File: config.mk
export PLATFORM = sky130hd
export DESIGN_NAME = wq_mem_bist_flat
export DESIGN_NICKNAME = d
export VERILOG_FILES = /design/src/rtl/wq_mem_bist_pkg.sv /design/src/rtl/wq_mem_bist_if.sv /design/src/rtl/wq_mem_bist_addr_gen.sv /design/src/rtl/wq_mem_bist.sv /design/src/flat_wrapper.sv
export SDC_FILE = /design/constraint.sdc
export NUM_CORES = 1
export LEC_CHECK = 0
export ABC_AREA = 1
export BUFFER_PORTS_ARGS = -buffer_cell sky130_fd_sc_hd__buf_4
export CAP_MARGIN = 20
export CORE_MARGIN = 2
export CORE_UTILIZATION = 23
export CTS_BUF_LIST = sky130_fd_sc_hd__clkbuf_8
export DETAILED_ROUTE_END_ITERATION = 16
export SYNTH_ARGS = -nofsm -noshare
export SYNTH_HDL_FRONTEND = slang
export SYNTH_SLANG_ARGS = --single-unit
File: constraint.sdc
create_clock -name CLK -period 5.25 [get_ports CLK]
set_input_delay 0.525 -clock CLK [delete_from_list [all_inputs] [get_ports CLK]]
set_output_delay 0.525 -clock CLK [all_outputs]
set_load 0.1 [all_outputs]
File: src/rtl/wq_mem_bist_pkg.sv
// rtl/wq_mem_bist_pkg.sv - March C- element table, states and background constants for the Wq SRAM BIST
// WQ_BIST_CHKBD_EN adds a second, checkerboard-background pass and widens the element tag.
package wq_mem_bist_pkg;

  typedef enum logic [1:0] {IDLE, MARCH, DRAIN, DONE} state_t;

  localparam int NUM_ELEM = 6;
  localparam logic [2:0] LAST_ELEM = 3'(NUM_ELEM - 1);

  // Bit i describes element Mi; bits 6-7 are padding so a 3-bit index never runs off the end.
  localparam logic [7:0] ELEM_DOWN   = 8'b0001_1000;
  localparam logic [7:0] ELEM_HAS_RD = 8'b0011_1110;
  localparam logic [7:0] ELEM_HAS_WR = 8'b0001_1111;
  localparam logic [7:0] ELEM_RD_INV = 8'b0001_0100;
  localparam logic [7:0] ELEM_WR_INV = 8'b0000_1010;

`ifdef WQ_BIST_CHKBD_EN
  localparam int ELEM_W = 4;
`else
  localparam int ELEM_W = 3;
`endif

  // Replicated to full width: even words read 0xAA..A, odd words 0x55..5.
  localparam logic [1:0] CHKBD_EVEN = 2'b10;
  localparam logic [1:0] CHKBD_ODD  = 2'b01;

endpackage

File: src/rtl/wq_mem_bist_if.sv
// rtl/wq_mem_bist_if.sv - BIST-mode port of the Wq weight SRAM macro (active-low controls)
interface wq_mem_bist_if #(
  parameter int ADDR_W = 10,
  parameter int DATA_W = 128
);
  logic              BIST;
  logic              CEBM;
  logic              WEBM;
  logic [ADDR_W-1:0] AM;
  logic [DATA_W-1:0] DM;
  logic [DATA_W-1:0] BWEBM;
  logic [DATA_W-1:0] Q;

  modport master (output BIST, CEBM, WEBM, AM, DM, BWEBM, input Q);
  modport slave  (input BIST, CEBM, WEBM, AM, DM, BWEBM, output Q);
endinterface

File: src/rtl/wq_mem_bist_addr_gen.sv
// rtl/wq_mem_bist_addr_gen.sv - loadable up/down March address counter with end-of-element flag
module wq_mem_bist_addr_gen #(
  parameter int NUM_WORD = 1024,
  parameter int ADDR_W   = 10
) (
  input  logic              CLK,
  input  logic              RST,
  input  logic              load,
  input  logic              load_down,
  input  logic              step,
  output logic [ADDR_W-1:0] addr,
  output logic              last
);
  logic down;

  always_ff @(posedge CLK) begin
    if (RST) begin
      addr <= '0;
      down <= 1'b0;
    end else if (load) begin
      down <= load_down;
      addr <= load_down ? ADDR_W'(NUM_WORD - 1) : '0;
    end else if (step) begin
      addr <= down ? addr - ADDR_W'(1) : addr + ADDR_W'(1);
    end
  end

  assign last = down ? (addr == '0) : (addr == ADDR_W'(NUM_WORD - 1));

endmodule

File: src/rtl/wq_mem_bist.sv
// rtl/wq_mem_bist.sv - March C- BIST controller for the Wq weight SRAM BIST port
// Define WQ_BIST_CHKBD_EN to append a checkerboard-background pass after the all-0 pass.
module wq_mem_bist
  import wq_mem_bist_pkg::*;
#(
  parameter int NUM_WORD = 1024,
  parameter int ADDR_W   = 10,
  parameter int DATA_W   = 128,
  parameter int RD_LAT   = 1
) (
  input  logic              CLK,
  input  logic              RST,
  input  logic              start,
  output logic              busy,
  output logic              done,
  output logic              fail,
  output logic [ADDR_W-1:0] fail_addr,
  output logic [ELEM_W-1:0] fail_elem,
  wq_mem_bist_if.master     mem
);
  localparam int DCNT_W = $clog2(RD_LAT + 2);

  state_t            state;
  logic [2:0]        elem;
  logic              phase;
  logic [DCNT_W-1:0] drain_cnt;
`ifdef WQ_BIST_CHKBD_EN
  logic              pass;
`endif

  logic [ADDR_W-1:0] ag_addr;
  logic              ag_last, ag_load, ag_load_down, ag_step;
  logic              start_ok, has_rd, has_wr, op_rd, addr_done, elem_done, seq_done, last_pass;
  logic [2:0]        next_elem;
  logic [DATA_W-1:0] bg, op_data;
  logic [ELEM_W-1:0] op_tag;

  // Expected-data pipe; stage RD_LAT lines up with the cycle Q is valid.
  logic [RD_LAT:0]   pipe_vld;
  logic [DATA_W-1:0] pipe_exp  [RD_LAT+1];
  logic [ADDR_W-1:0] pipe_addr [RD_LAT+1];
  logic [ELEM_W-1:0] pipe_tag  [RD_LAT+1];

  wq_mem_bist_addr_gen #(.NUM_WORD(NUM_WORD), .ADDR_W(ADDR_W)) u_addr_gen (
    .CLK       (CLK),
    .RST       (RST),
    .load      (ag_load),
    .load_down (ag_load_down),
    .step      (ag_step),
    .addr      (ag_addr),
    .last      (ag_last)
  );

  always_comb begin
    start_ok  = start && (state == IDLE || state == DONE);
    has_rd    = ELEM_HAS_RD[elem];
    has_wr    = ELEM_HAS_WR[elem];
    op_rd     = has_rd && !phase;
    addr_done = !(has_rd && has_wr) || phase;
    elem_done = addr_done && ag_last;
`ifdef WQ_BIST_CHKBD_EN
    last_pass = pass;
    bg        = pass ? {(DATA_W/2){ag_addr[0] ? CHKBD_ODD : CHKBD_EVEN}} : {DATA_W{1'b0}};
    op_tag    = {pass, elem};
`else
    last_pass = 1'b1;
    bg        = {DATA_W{1'b0}};
    op_tag    = elem;
`endif
    seq_done     = elem_done && (elem == LAST_ELEM) && last_pass;
    next_elem    = (elem == LAST_ELEM) ? 3'd0 : elem + 3'd1;
    op_data      = bg ^ {DATA_W{op_rd ? ELEM_RD_INV[elem] : ELEM_WR_INV[elem]}};
    ag_load      = start_ok || (state == MARCH && elem_done && !seq_done);
    ag_load_down = !start_ok && ELEM_DOWN[next_elem];
    ag_step      = (state == MARCH) && addr_done && !elem_done;
  end

  always_ff @(posedge CLK) begin
    if (RST) begin
      state     <= IDLE;
      busy      <= 1'b0;
      done      <= 1'b0;
      fail      <= 1'b0;
      fail_addr <= '0;
      fail_elem <= '0;
      mem.BIST  <= 1'b0;
      mem.CEBM  <= 1'b1;
      mem.WEBM  <= 1'b1;
      mem.AM    <= '0;
      mem.DM    <= '0;
      mem.BWEBM <= '1;
      elem      <= '0;
      phase     <= 1'b0;
      drain_cnt <= '0;
      pipe_vld  <= '0;
`ifdef WQ_BIST_CHKBD_EN
      pass      <= 1'b0;
`endif
    end else begin
      pipe_vld[0]  <= (state == MARCH) && op_rd;
      pipe_exp[0]  <= op_data;
      pipe_addr[0] <= ag_addr;
      pipe_tag[0]  <= op_tag;
      for (int i = 1; i <= RD_LAT; i++) begin
        pipe_vld[i]  <= pipe_vld[i-1];
        pipe_exp[i]  <= pipe_exp[i-1];
        pipe_addr[i] <= pipe_addr[i-1];
        pipe_tag[i]  <= pipe_tag[i-1];
      end

      if (pipe_vld[RD_LAT] && mem.Q != pipe_exp[RD_LAT]) begin
        fail <= 1'b1;
        if (!fail) begin
          fail_addr <= pipe_addr[RD_LAT];
          fail_elem <= pipe_tag[RD_LAT];
        end
      end

      case (state)
        IDLE, DONE: begin
          if (start_ok) begin
            state     <= MARCH;
            busy      <= 1'b1;
            done      <= 1'b0;
            fail      <= 1'b0;
            fail_addr <= '0;
            fail_elem <= '0;
            mem.BIST  <= 1'b1;
            elem      <= '0;
            phase     <= 1'b0;
`ifdef WQ_BIST_CHKBD_EN
            pass      <= 1'b0;
`endif
          end
        end
        MARCH: begin
          mem.CEBM  <= 1'b0;
          mem.WEBM  <= op_rd;
          mem.BWEBM <= {DATA_W{op_rd}};
          mem.DM    <= op_rd ? {DATA_W{1'b0}} : op_data;
          mem.AM    <= ag_addr;
          phase     <= (has_rd && has_wr) ? !phase : 1'b0;
          if (elem_done) begin
            elem <= next_elem;
`ifdef WQ_BIST_CHKBD_EN
            if (elem == LAST_ELEM) pass <= 1'b1;
`endif
          end
          if (seq_done) begin
            state     <= DRAIN;
            drain_cnt <= '0;
          end
        end
        DRAIN: begin
          mem.CEBM  <= 1'b1;
          mem.WEBM  <= 1'b1;
          mem.BWEBM <= '1;
          mem.DM    <= '0;
          mem.AM    <= '0;
          // Hold BIST until the last read has come back and been compared.
          if (drain_cnt == DCNT_W'(RD_LAT + 1)) begin
            state    <= DONE;
            busy     <= 1'b0;
            done     <= 1'b1;
            mem.BIST <= 1'b0;
          end else begin
            drain_cnt <= drain_cnt + DCNT_W'(1);
          end
        end
        default: state <= IDLE;
      endcase
    end
  end

endmodule

File: src/flat_wrapper.sv
// flat-port wrapper written by rule: the top's interface ports become plain ports
module wq_mem_bist_flat import wq_mem_bist_pkg::*;
#(
  parameter int NUM_WORD = 1024,
  parameter int ADDR_W   = 10,
  parameter int DATA_W   = 128,
  parameter int RD_LAT   = 1
)
  (CLK, RST, start, busy, done, fail, fail_addr, fail_elem, mem_BIST, mem_CEBM, mem_WEBM, mem_AM, mem_DM, mem_BWEBM, mem_Q);
  wq_mem_bist_if #(.ADDR_W(ADDR_W), .DATA_W(DATA_W)) mem_i ();
  input  logic CLK;
  input  logic RST;
  input  logic start;
  output logic busy;
  output logic done;
  output logic fail;
  output logic [ADDR_W-1:0] fail_addr;
  output logic [ELEM_W-1:0] fail_elem;
  output wire logic [$bits(mem_i.BIST)-1:0] mem_BIST;
  output wire logic [$bits(mem_i.CEBM)-1:0] mem_CEBM;
  output wire logic [$bits(mem_i.WEBM)-1:0] mem_WEBM;
  output wire logic [$bits(mem_i.AM)-1:0] mem_AM;
  output wire logic [$bits(mem_i.DM)-1:0] mem_DM;
  output wire logic [$bits(mem_i.BWEBM)-1:0] mem_BWEBM;
  input wire logic [$bits(mem_i.Q)-1:0] mem_Q;
  assign mem_BIST = mem_i.BIST;
  assign mem_CEBM = mem_i.CEBM;
  assign mem_WEBM = mem_i.WEBM;
  assign mem_AM = mem_i.AM;
  assign mem_DM = mem_i.DM;
  assign mem_BWEBM = mem_i.BWEBM;
  assign mem_i.Q = mem_Q;
  wq_mem_bist #(.NUM_WORD(NUM_WORD), .ADDR_W(ADDR_W), .DATA_W(DATA_W), .RD_LAT(RD_LAT)) u_core (.CLK(CLK), .RST(RST), .start(start), .busy(busy), .done(done), .fail(fail), .fail_addr(fail_addr), .fail_elem(fail_elem), .mem(mem_i));
endmodule
==> metrics.cfg <==
[run_status]
outcome=finished clean

[clocking]
hold_buffers=0
cts-htree-levels=3
cts.root.buffer_cell=clkbuf_8
cts.clk_slew.worst_paths_ns=0.09
cts_inserted_buffers=9
tritoncts=built
clock_path_buffers=2
cts-resized-gates=0
clock_sink_count=82
setup_fix_buffers_added_after_clock_tree_synthesis=0
insertion_delay_ns=0.36

[floorplanning]
io_pins=416
die_width_um=175
height_of_the_chip_um=175
design.core.area_sq_um=28700
placement_rows=62
initial_utilization_pct=23.4
die-area_sq_um=30600

[worst_setup_path]
worstReg2RegStart=u_core.pipe_exp[0][254]
required_ns=5.47
timing.critical_path.cells=or2_1, nor2_1, nand2_1, nand2_1, nand2_1, nor2_1, nand2_2, inv_1, nand2_1, nand3_1, a21oi_2
crit_path_max_fanout=32
slowest_delay_ns=0.77
crit_type=flip-flop to flip-flop
path_buf_inv=1
most_repeated_library_cell_on_the_critical_path=nand2_1
path_delay_family=simple AND/OR/NAND/NOR gates
cpMaxStageDelayCell=edfxtp_1
worst_ep_arrival_time_ns=2.66
cp-startpoint=u_core.pipe_exp[0][254]
cp-end-kind=flip-flop
worstSetupStartpointType=flip-flop

[placement]
placer_s_final_routability_congestion_estimate=0.838
buffer_ports.inserted=415
postPlaceCellArea_sq_um=8310
dp_hpwl_um=14600
placedCellCount=1489

[grt]
grt_use_met1_pct=13.2
groute.layer.met2.usage_pct=18.8
grtUsageTotal_pct=10.8
grt_first_pass_wirelength_um=26600
grtUsageMet3_pct=2.94
global_route.overflow_total=0
grt_antenna_before_repair=0
grt-busiest-layer=met2
grt_max_degree=131
vias_in_the_first_global_route=5016

[synthesis]
netlist_instances=961
synthesis.nets=1105
synth_warnings=0
post_synth_main_area_contributors=buf_4, dfxtp_1, nand2_1
seq_area_frac_synth_pct=28.6
ys_ff_latch=82
post_synth_instance_area_sq_um=6720
post_synth_num_cell_types=34
yosysTopAreaCellShare_pct=28.6
yosys.area.top_type=buf_4
syn_avg_cell_area_sq_um=6.99

[cells_and_area]
finalNetCount=1262
syn_to_final_growth_pct=27.7
post_route_cells_drive_above_1_share_pct=41.4
num_antenna_cells=0
fin_area_sq_um=8580
post_layout_nonfiller_instances=1507

[min_path]
min-delay-path-class=flip-flop to flip-flop
worstHoldStart=u_core.pipe_exp[0][127]

[sta]
setup_viol=0
maxSlewHeadroom_pct=38.9
timing_worst_slew_pin_value_ns=0.917
timing.final.crit_share_pct=46.3
timing.final.crit_period_ns=2.43
timing_max_transition_violations_final=0
grt_setup_unrepaired=no
final_hold_viols=0
setup-tns-final_ns=0
final.setup_skew_ns=0.0103
fmax_ghz=0.411

[detailed_routing]
firstDrtPassIters=6
post_dr_wirelength_cell_um=12.1
antenna_nets_post_route=0
detail_route.vias_per_cell=3.87
total_drc_errors_in_the_routed_layout=0
detail_route.iter0.violations=373
wire_length_reported_by_the_detailed_router_um=18300
vias=5835

[run]
timing.max_cap.violations=0

stage by stage:
stage	utilization [%]	hold WS, ns	setup WS (ns)
after floorplan	-	0.388	1.07
after global placement	29.0	0.401	2.78
after detailed placement	29.0	0.406	2.71
after CTS	29.7	0.429	2.70
after global routing	29.9	0.440	2.47
final	29.9	0.425	2.82
layout by cell type, fill, tap and decap left out, types with 2 or more instances in the layout:
cell type / Yosys / layout
a21oi_1: 37 / 37
a21oi_2: 9 / 9
buf_4: 256 / 416
clkbuf_8: 0 / 9
clkinv_1: 3 / 3
dfxtp_1: 54 / 52
dfxtp_4: 0 / 2
edfxtp_1: 28 / 28
ha_1: 12 / 12
inv_1: 47 / 47
inv_2: 15 / 15
inv_8: 0 / 4
nand2_1: 241 / 241
nand3_1: 46 / 46
nand3b_1: 13 / 13
nand4_1: 11 / 11
nor2_1: 99 / 99
nor3_1: 20 / 20
o21ai_0: 6 / 6
o21ai_1: 17 / 17
o21bai_1: 2 / 2
or2_1: 14 / 14
or2_2: 2 / 2
xnor2_1: 2 / 2
xor2_1: 2 / 2
worst register-to-register path: cells and delay by family, from the launching register on:
| family | cells | cell delay (ns) |
|---|---|---|
| AO/OA/AOI/OAI | 1 | 0.06 |
| buffers and inverters | 1 | 0.06 |
| flip-flops | 1 | 0.77 |
| AND/OR/NAND/NOR | 9 | 1.39 |
cell families after synthesis:
group           Yosys count  share of synthesized area [%]
flops                    82                           28.6
simple gates            449                           28.2
fa+ha+maj                13                           2.53
xor+xnor                  4                          0.522
buf+inv                 337                           33.6
compound gates           76                           6.56
state kept, by name, summed over array words and instances, names as in the netlist, 2 cells and up, named ones only:
name and flops:
u_core.u_addr_gen.addr 10, u_core.fail_elem 3, u_core.fail_addr 10, u_core.mem.AM 10, u_core.drain_cnt 2, u_core.pipe_exp 2
u_core.pipe_addr 20, u_core.elem 3, u_core.pipe_vld 2, u_core.pipe_tag 6, u_core.state 2
synth_stat cells:
cell type    n
o21ai_0      6
inv_2       15
a21oi_1     37
or2_1       14
nor2_1      99
o21ai_1     17
ha_1        12
o211ai_1     1
inv_1       47
and2_0       1
o2111ai_1    1
clkbuf_1    10
nand4_1     11
nor2_2       1
nor3_1      20
o21bai_1     2
nand2_2      1
nand2_1    241
a21o_1       1
buf_2        2
xor2_1       2
fa_1         1
buf_4      256
clkinv_1     3
or2_2        2
o21ai_4      1
nand3b_1    13
xnor2_1      2
edfxtp_1    28
buf_6        4
a31oi_1      1
dfxtp_1     54
nand3_1     46
a21oi_2      9
metal layers:
| layer | vias to the layer above | wire length [um] | part of all wire (%) |
|---|---|---|---|
| li1 | 3112 | - | - |
| met2 | 202 | 8920 | 49 |
| met3 | 14 | 1390 | 7.6 |
| met5 | - | 0 | 0 |
| met4 | 0 | 194 | 1.1 |
| met1 | 2507 | 7790 | 43 |
path summary, 6_finish.rpt:
check                            end  slack (ns)  cells past startpoint
max reg2reg      u_core.fail_elem[2]        2.82                     11
min reg2reg  u_core.pipe_exp[0][254]        0.42                      0
min          u_core.pipe_exp[0][254]        0.42                      0
max              u_core.fail_elem[2]        2.82                     11
cell type report:
type,count,area [sq um]
Tap cell,384,480
Multi-Input combinational cell,542,2540
Sequential cell,82,1930
Fill cell,3077,20100
Clock inverter,7,91.3
Inverter,65,244
Clock buffer,9,124
Timing Repair Buffer,418,3170
Power is not shown: default switching activity piles up to over one toggle a cycle in this logic, so the estimate is an artifact.
